`src/rtl/pipe_issue_arbiter.sv`:
```
// rtl/pipe_issue_arbiter.sv - round-robin issue arbiter with tagged result routing for the 8-bit pipelined processor
// Optional transfer counter output perf_issued is enabled by PIPE_ARB_PERF_EN.
module pipe_issue_arbiter #(
  parameter int N        = 4,
  parameter int PIPE_LAT = 3
) (
  input  logic           clk,
  input  logic           rst,
  input  logic [N-1:0]   req_valid,
  input  logic [N*8-1:0] req_instr,
  output logic [N-1:0]   req_ready,
  input  logic           hold,
  output logic [7:0]     instr_out,
  input  logic [7:0]     proc_result,
  output logic [N-1:0]   rsp_valid,
  output logic [7:0]     rsp_data
`ifdef PIPE_ARB_PERF_EN
  ,
  output logic [15:0]    perf_issued
`endif
);

  localparam int ID_W  = (N > 1) ? $clog2(N) : 1;
  localparam int TAG_D = PIPE_LAT + 1;

  logic [ID_W-1:0]            rr_ptr_q, rr_ptr_d;
  logic [7:0]                 instr_q, instr_d;
  logic [TAG_D-1:0]           tag_vld_q, tag_vld_d;
  logic [TAG_D-1:0][ID_W-1:0] tag_id_q, tag_id_d;
  logic [N-1:0]               rsp_valid_q, rsp_valid_d;
  logic [7:0]                 rsp_data_q, rsp_data_d;

  logic                       issue_en;
  logic                       grant_any;
  logic [ID_W-1:0]            grant_id;
  logic [ID_W-1:0]            idx;
  logic [N-1:0]               grant_vec;
  logic [7:0]                 grant_instr;

  // Rotating-priority search starting at rr_ptr; hold and reset suppress any grant.
  always_comb begin
    issue_en  = !hold && !rst;
    grant_any = 1'b0;
    grant_id  = '0;
    idx       = '0;
    for (int k = 0; k < N; k++) begin
      idx = ID_W'((int'(rr_ptr_q) + k) % N);
      if (issue_en && !grant_any && req_valid[idx]) begin
        grant_any = 1'b1;
        grant_id  = idx;
      end
    end
  end

  always_comb begin
    grant_vec   = '0;
    grant_instr = 8'h00;
    for (int k = 0; k < N; k++) begin
      if (grant_any && (grant_id == ID_W'(k))) begin
        grant_vec[k] = 1'b1;
        grant_instr  = req_instr[k*8 +: 8];
      end
    end
  end

  always_comb begin
    instr_d   = grant_any ? grant_instr : 8'h00;
    rr_ptr_d  = rr_ptr_q;
    if (grant_any) begin
      rr_ptr_d = (grant_id == ID_W'(N-1)) ? '0 : grant_id + ID_W'(1);
    end
    tag_vld_d = {tag_vld_q[TAG_D-2:0], grant_any};
    tag_id_d  = {tag_id_q[TAG_D-2:0], grant_id};
  end

  // The last tag stage lines up with the processor result of the same instruction.
  always_comb begin
    rsp_valid_d = '0;
    rsp_data_d  = rsp_data_q;
    if (tag_vld_q[TAG_D-1]) begin
      rsp_data_d = proc_result;
      for (int k = 0; k < N; k++) begin
        rsp_valid_d[k] = (tag_id_q[TAG_D-1] == ID_W'(k));
      end
    end
  end

  always_ff @(posedge clk or posedge rst) begin
    if (rst) begin
      rr_ptr_q    <= '0;
      instr_q     <= 8'h00;
      tag_vld_q   <= '0;
      tag_id_q    <= '0;
      rsp_valid_q <= '0;
      rsp_data_q  <= 8'h00;
    end else begin
      rr_ptr_q    <= rr_ptr_d;
      instr_q     <= instr_d;
      tag_vld_q   <= tag_vld_d;
      tag_id_q    <= tag_id_d;
      rsp_valid_q <= rsp_valid_d;
      rsp_data_q  <= rsp_data_d;
    end
  end

  assign req_ready = grant_vec;
  assign instr_out = instr_q;
  assign rsp_valid = rsp_valid_q;
  assign rsp_data  = rsp_data_q;

`ifdef PIPE_ARB_PERF_EN
  logic [15:0] perf_q, perf_d;

  always_comb begin
    perf_d = perf_q + 16'(grant_any);
  end

  always_ff @(posedge clk or posedge rst) begin
    if (rst) begin
      perf_q <= 16'h0000;
    end else begin
      perf_q <= perf_d;
    end
  end

  assign perf_issued = perf_q;
`endif

endmodule

```
`config.mk`:
```
export PLATFORM = sky130hd
export DESIGN_NAME = pipe_issue_arbiter
export DESIGN_NICKNAME = d
export VERILOG_FILES = /design/src/rtl/pipe_issue_arbiter.sv
export SDC_FILE = /design/constraint.sdc
export NUM_CORES = 1
export LEC_CHECK = 0
export BUFFER_PORTS_ARGS = -buffer_cell sky130_fd_sc_hd__clkbuf_2
export CORE_MARGIN = 2
export CORE_UTILIZATION = 42
export CTS_BUF_LIST = sky130_fd_sc_hd__clkbuf_16
export DETAILED_ROUTE_END_ITERATION = 10
export PLACE_DENSITY = 0.74
export SLEW_MARGIN = 20
export SYNTH_ARGS = -nofsm -noshare
export SYNTH_HDL_FRONTEND = slang
export SYNTH_SLANG_ARGS = --single-unit
```
`constraint.sdc`:
```
create_clock -name clk -period 2.4 [get_ports clk]
set_input_delay 0 -clock clk [delete_from_list [all_inputs] [get_ports clk]]
set_output_delay 0 -clock clk [all_outputs]
set_load 0.02 [all_outputs]
```
==> impl_results.md <==
* Status: finished, final reports clean
* Setup WS post-layout at 90.6 ps
* Post-DRT Antenna Nets at 0
* Post-Syn Nets at 201
* DR WL met3 at 247 um
* Slowest stage delay, CP at 420 ps
* Final period util at 96.2%
* Post-synth cell types at 35
* Rel. slew slack at 70.4%
* P&R area growth vs syn at 46.6%
* Syn Inst Count at 150
* Crit-path slowest cell: dfrtp_1
* Core area at 0.00366 mm^2
* Final hold violation count at 0
* Synth async-reset ratio at 100%
* CP endpoint kind: flop
* Seq pwr share at 37.9%
* DR vias at 1397
* Slew Limit Fails at 0
* Fillcell total at 297
* M1 WL at 1500 um
* Switching Fraction at 25.8%
* Root Driver: clkbuf_16
* H-tree Lvls at 2
* Nets at 290
* Worst hold path class: primary input to flop
* Critical path arrival at 2440 ps
* Hold_ws at 55.4 ps
* Largest fanout on the critical path at 8
* Clock slew at reported path FFs at 50 ps
* Design area at 0.00236 mm^2
* YS warnings at 0
* CP cell instances: and2b_1 > a2111oi_4 > a22oi_1 > ha_1 > nor2b_1 > buf_4 > a221oi_1 > a211o_1 > a21oi_1
* Routability cong. at 0.803
* Most common cell in the netlist: dfrtp_1
* Final setup viols at 0
* Ys flop type: dfrtp_1
* Initial DRC Count at 72
* Cell internal pwr at 1.31 mW
* Max_cap viols at 0
* EDFF count, synth at 0
* Core Rows at 22
* P_sw at 0.455 mW
* Least-Margin Pin Slew at 444 ps
* Pwr Density at 750 mW/mm^2
* Ant. Diodes at 0
* Maximum vdd ir drop at 0.395 mV
* Area contributors post-synth: dfrtp_1, mux2_2, a211o_1, a221oi_1, a21oi_1
* Top cells by count, synth: dfrtp_1, nand2_1, a21oi_1
* Vias/cell at 4.85
* Avg Inst Size Synth at 10.7 um^2
* Drt total wl at 3420 um
* Starting Density at 44.0%
* Layout cell share with drive strength beyond 1 at 40.4%
* TritonCTS sink count at 34
* Pin count of the biggest net entering global routing at 35
* Synth top area share at 52.9%
* Delay-heaviest family, CP: compound AO/OA/AOI/OAI gates
* TritonCTS Buffers at 5
* GRT Total Usage at 17.7%
* Met2 routed WL at 1650 um
* Synth area leader: dfrtp_1
* Gr ovfl total at 0
* WL per Instance at 11.9 um
* Port Buf Inserts at 70
* Sequential fraction of the synthesis area at 52.9%
* Setup CP Type: flop to flop
* # DRC at 0
* Die area at 0.00434 mm^2
* IO Count at 71
* Comb pwr share at 23.5%
* TNS Setup at 0 ps
* Critical Path RT at 2530 ps
* Pre-CTS setup slack at 107 ps
* Clock power frac at 38.6%
* Global-route wire length before repair at 5840 um
* Skew final at 5.00 ps
* Fin crit period at 2310 ps
* Max Fclk at 433 MHz
* Clock Latency Late Sink at 270 ps
* Worst path bufs/invs at 1
* Mapped Area at 0.00161 mm^2
* Initial antenna violation count at 0
* Crit start category: flop
* DP Area at 0.00202 mm^2
* R2r setup slk at 90 ps
* Util after Layout at 64.4%
* FF+latch count, synth at 34
* Vias in the first global route at 1337
* Die height at 65.9 um
* RSZ-0062 raised after global routing: true
* Router iterations before antenna repair at 4
* CTS tree: built
* Die width at 65.9 um
* DR top layer: met4
* Clock buffer depth at 2
* Leak at 1.24 nW
* Final HPWL DP at 2460 um
final timing paths:
path                                    startpoint                 endpoint  cells past startpoint
hold reg to reg             tag_vld_q[2]$_DFF_PP0_   tag_vld_q[3]$_DFF_PP0_                      0
setup / recovery           rr_ptr_q[0]$_DFFE_PP0P_   instr_out[4]$_DFF_PP0_                      9
max in group asynchronous                      rst  rr_ptr_q[1]$_DFFE_PP0P_                      4
min in group asynchronous                      rst  rr_ptr_q[1]$_DFFE_PP0P_                      4
hold / removal                       req_instr[16]   instr_out[0]$_DFF_PP0_                      4
setup reg to reg           rr_ptr_q[0]$_DFFE_PP0P_   instr_out[4]$_DFF_PP0_                      9
per-stage QoR:
step,std cells,power [mW]
final,288,1.77
after global routing,288,1.87
after CTS,288,1.78
after detailed placement,263,1.07
after global placement,263,1.06
after floorplan,150,0.935
sequential cells by signal (all words and copies together), names as in the netlist:
signal,count
rr_ptr_q,2
rsp_valid,4
tag_id_q,2
tag_id_d,6
tag_vld_q,4
rsp_data,8
instr_out,8
routing by layer:
| metal | global-route usage, % | up-vias |
|---|---|---|
| li1 | - | 705 |
| met1 | 21.8 | 631 |
| met2 | 29.4 | 59 |
| met3 | 6.13 | 2 |
| met4 | 4.69 | 0 |
| met5 | 0 | - |
cell usage in the layout, fill, tap and decap left out, drive strengths merged, types with 2 or more instances in the layout:
master       instances
nor3                 2
nand2b               3
nor3b                2
and2                 4
nand2               13
a21oi               12
buf                  7
mux2                 8
a211o                8
o21ai                6
and3                 2
nor2                 6
dlygate4sd3         17
a221oi               8
inv                 12
clkbuf              75
nor2b                3
ha                   4
dfrtp               34
cell families (layout without fill, tap and decap cells):
group           Yosys count  after routing  share of synthesized area, %
simple gates             40             40                          13.1
buf+inv                  22            112                          5.68
flops                    34             34                          52.9
compound gates           41             41                          19.0
fa+ha+maj                 4              4                          3.11
mux                       9              9                          6.22
repair_timing:
item / 4_1_cts / 5_1_grt
hold buffers: 17 / 0
gates resized for setup: 0 / 3
buffers inserted: 0 / 0
endpoints found under the setup margin: 0 / 8
endpoints found under the hold margin: 50 / 0
tightest hold or removal path, stage by stage:
cell      delay, ps
clkbuf_2         80
inv_1            40
a211o_1         110
a21oi_1          50
power by group through the flow:
stage	sequential [mW]	combinational [mW]	clock, mW
floorplan	0.709	0.225	0
global placement	0.676	0.389	0
finish	0.670	0.416	0.682
detailed placement	0.680	0.389	0
global route	0.678	0.458	0.734
CTS	0.670	0.414	0.695
layout make-up:
| cell class | count | area [um^2] | area share [%] |
|---|---|---|---|
| Clock buffer | 5 | 125 | 5.31 |
| Clock inverter | 3 | 37.5 | 1.59 |
| Inverter | 10 | 37.5 | 1.59 |
| Multi-Input combinational cell | 94 | 673 | 28.5 |
| Sequential cell | 34 | 852 | 36.1 |
| Tap cell | 48 | 60.1 | 2.55 |
| Timing Repair Buffer | 94 | 573 | 24.3 |
No activity file was read; power rests on OpenSTA's default activity.
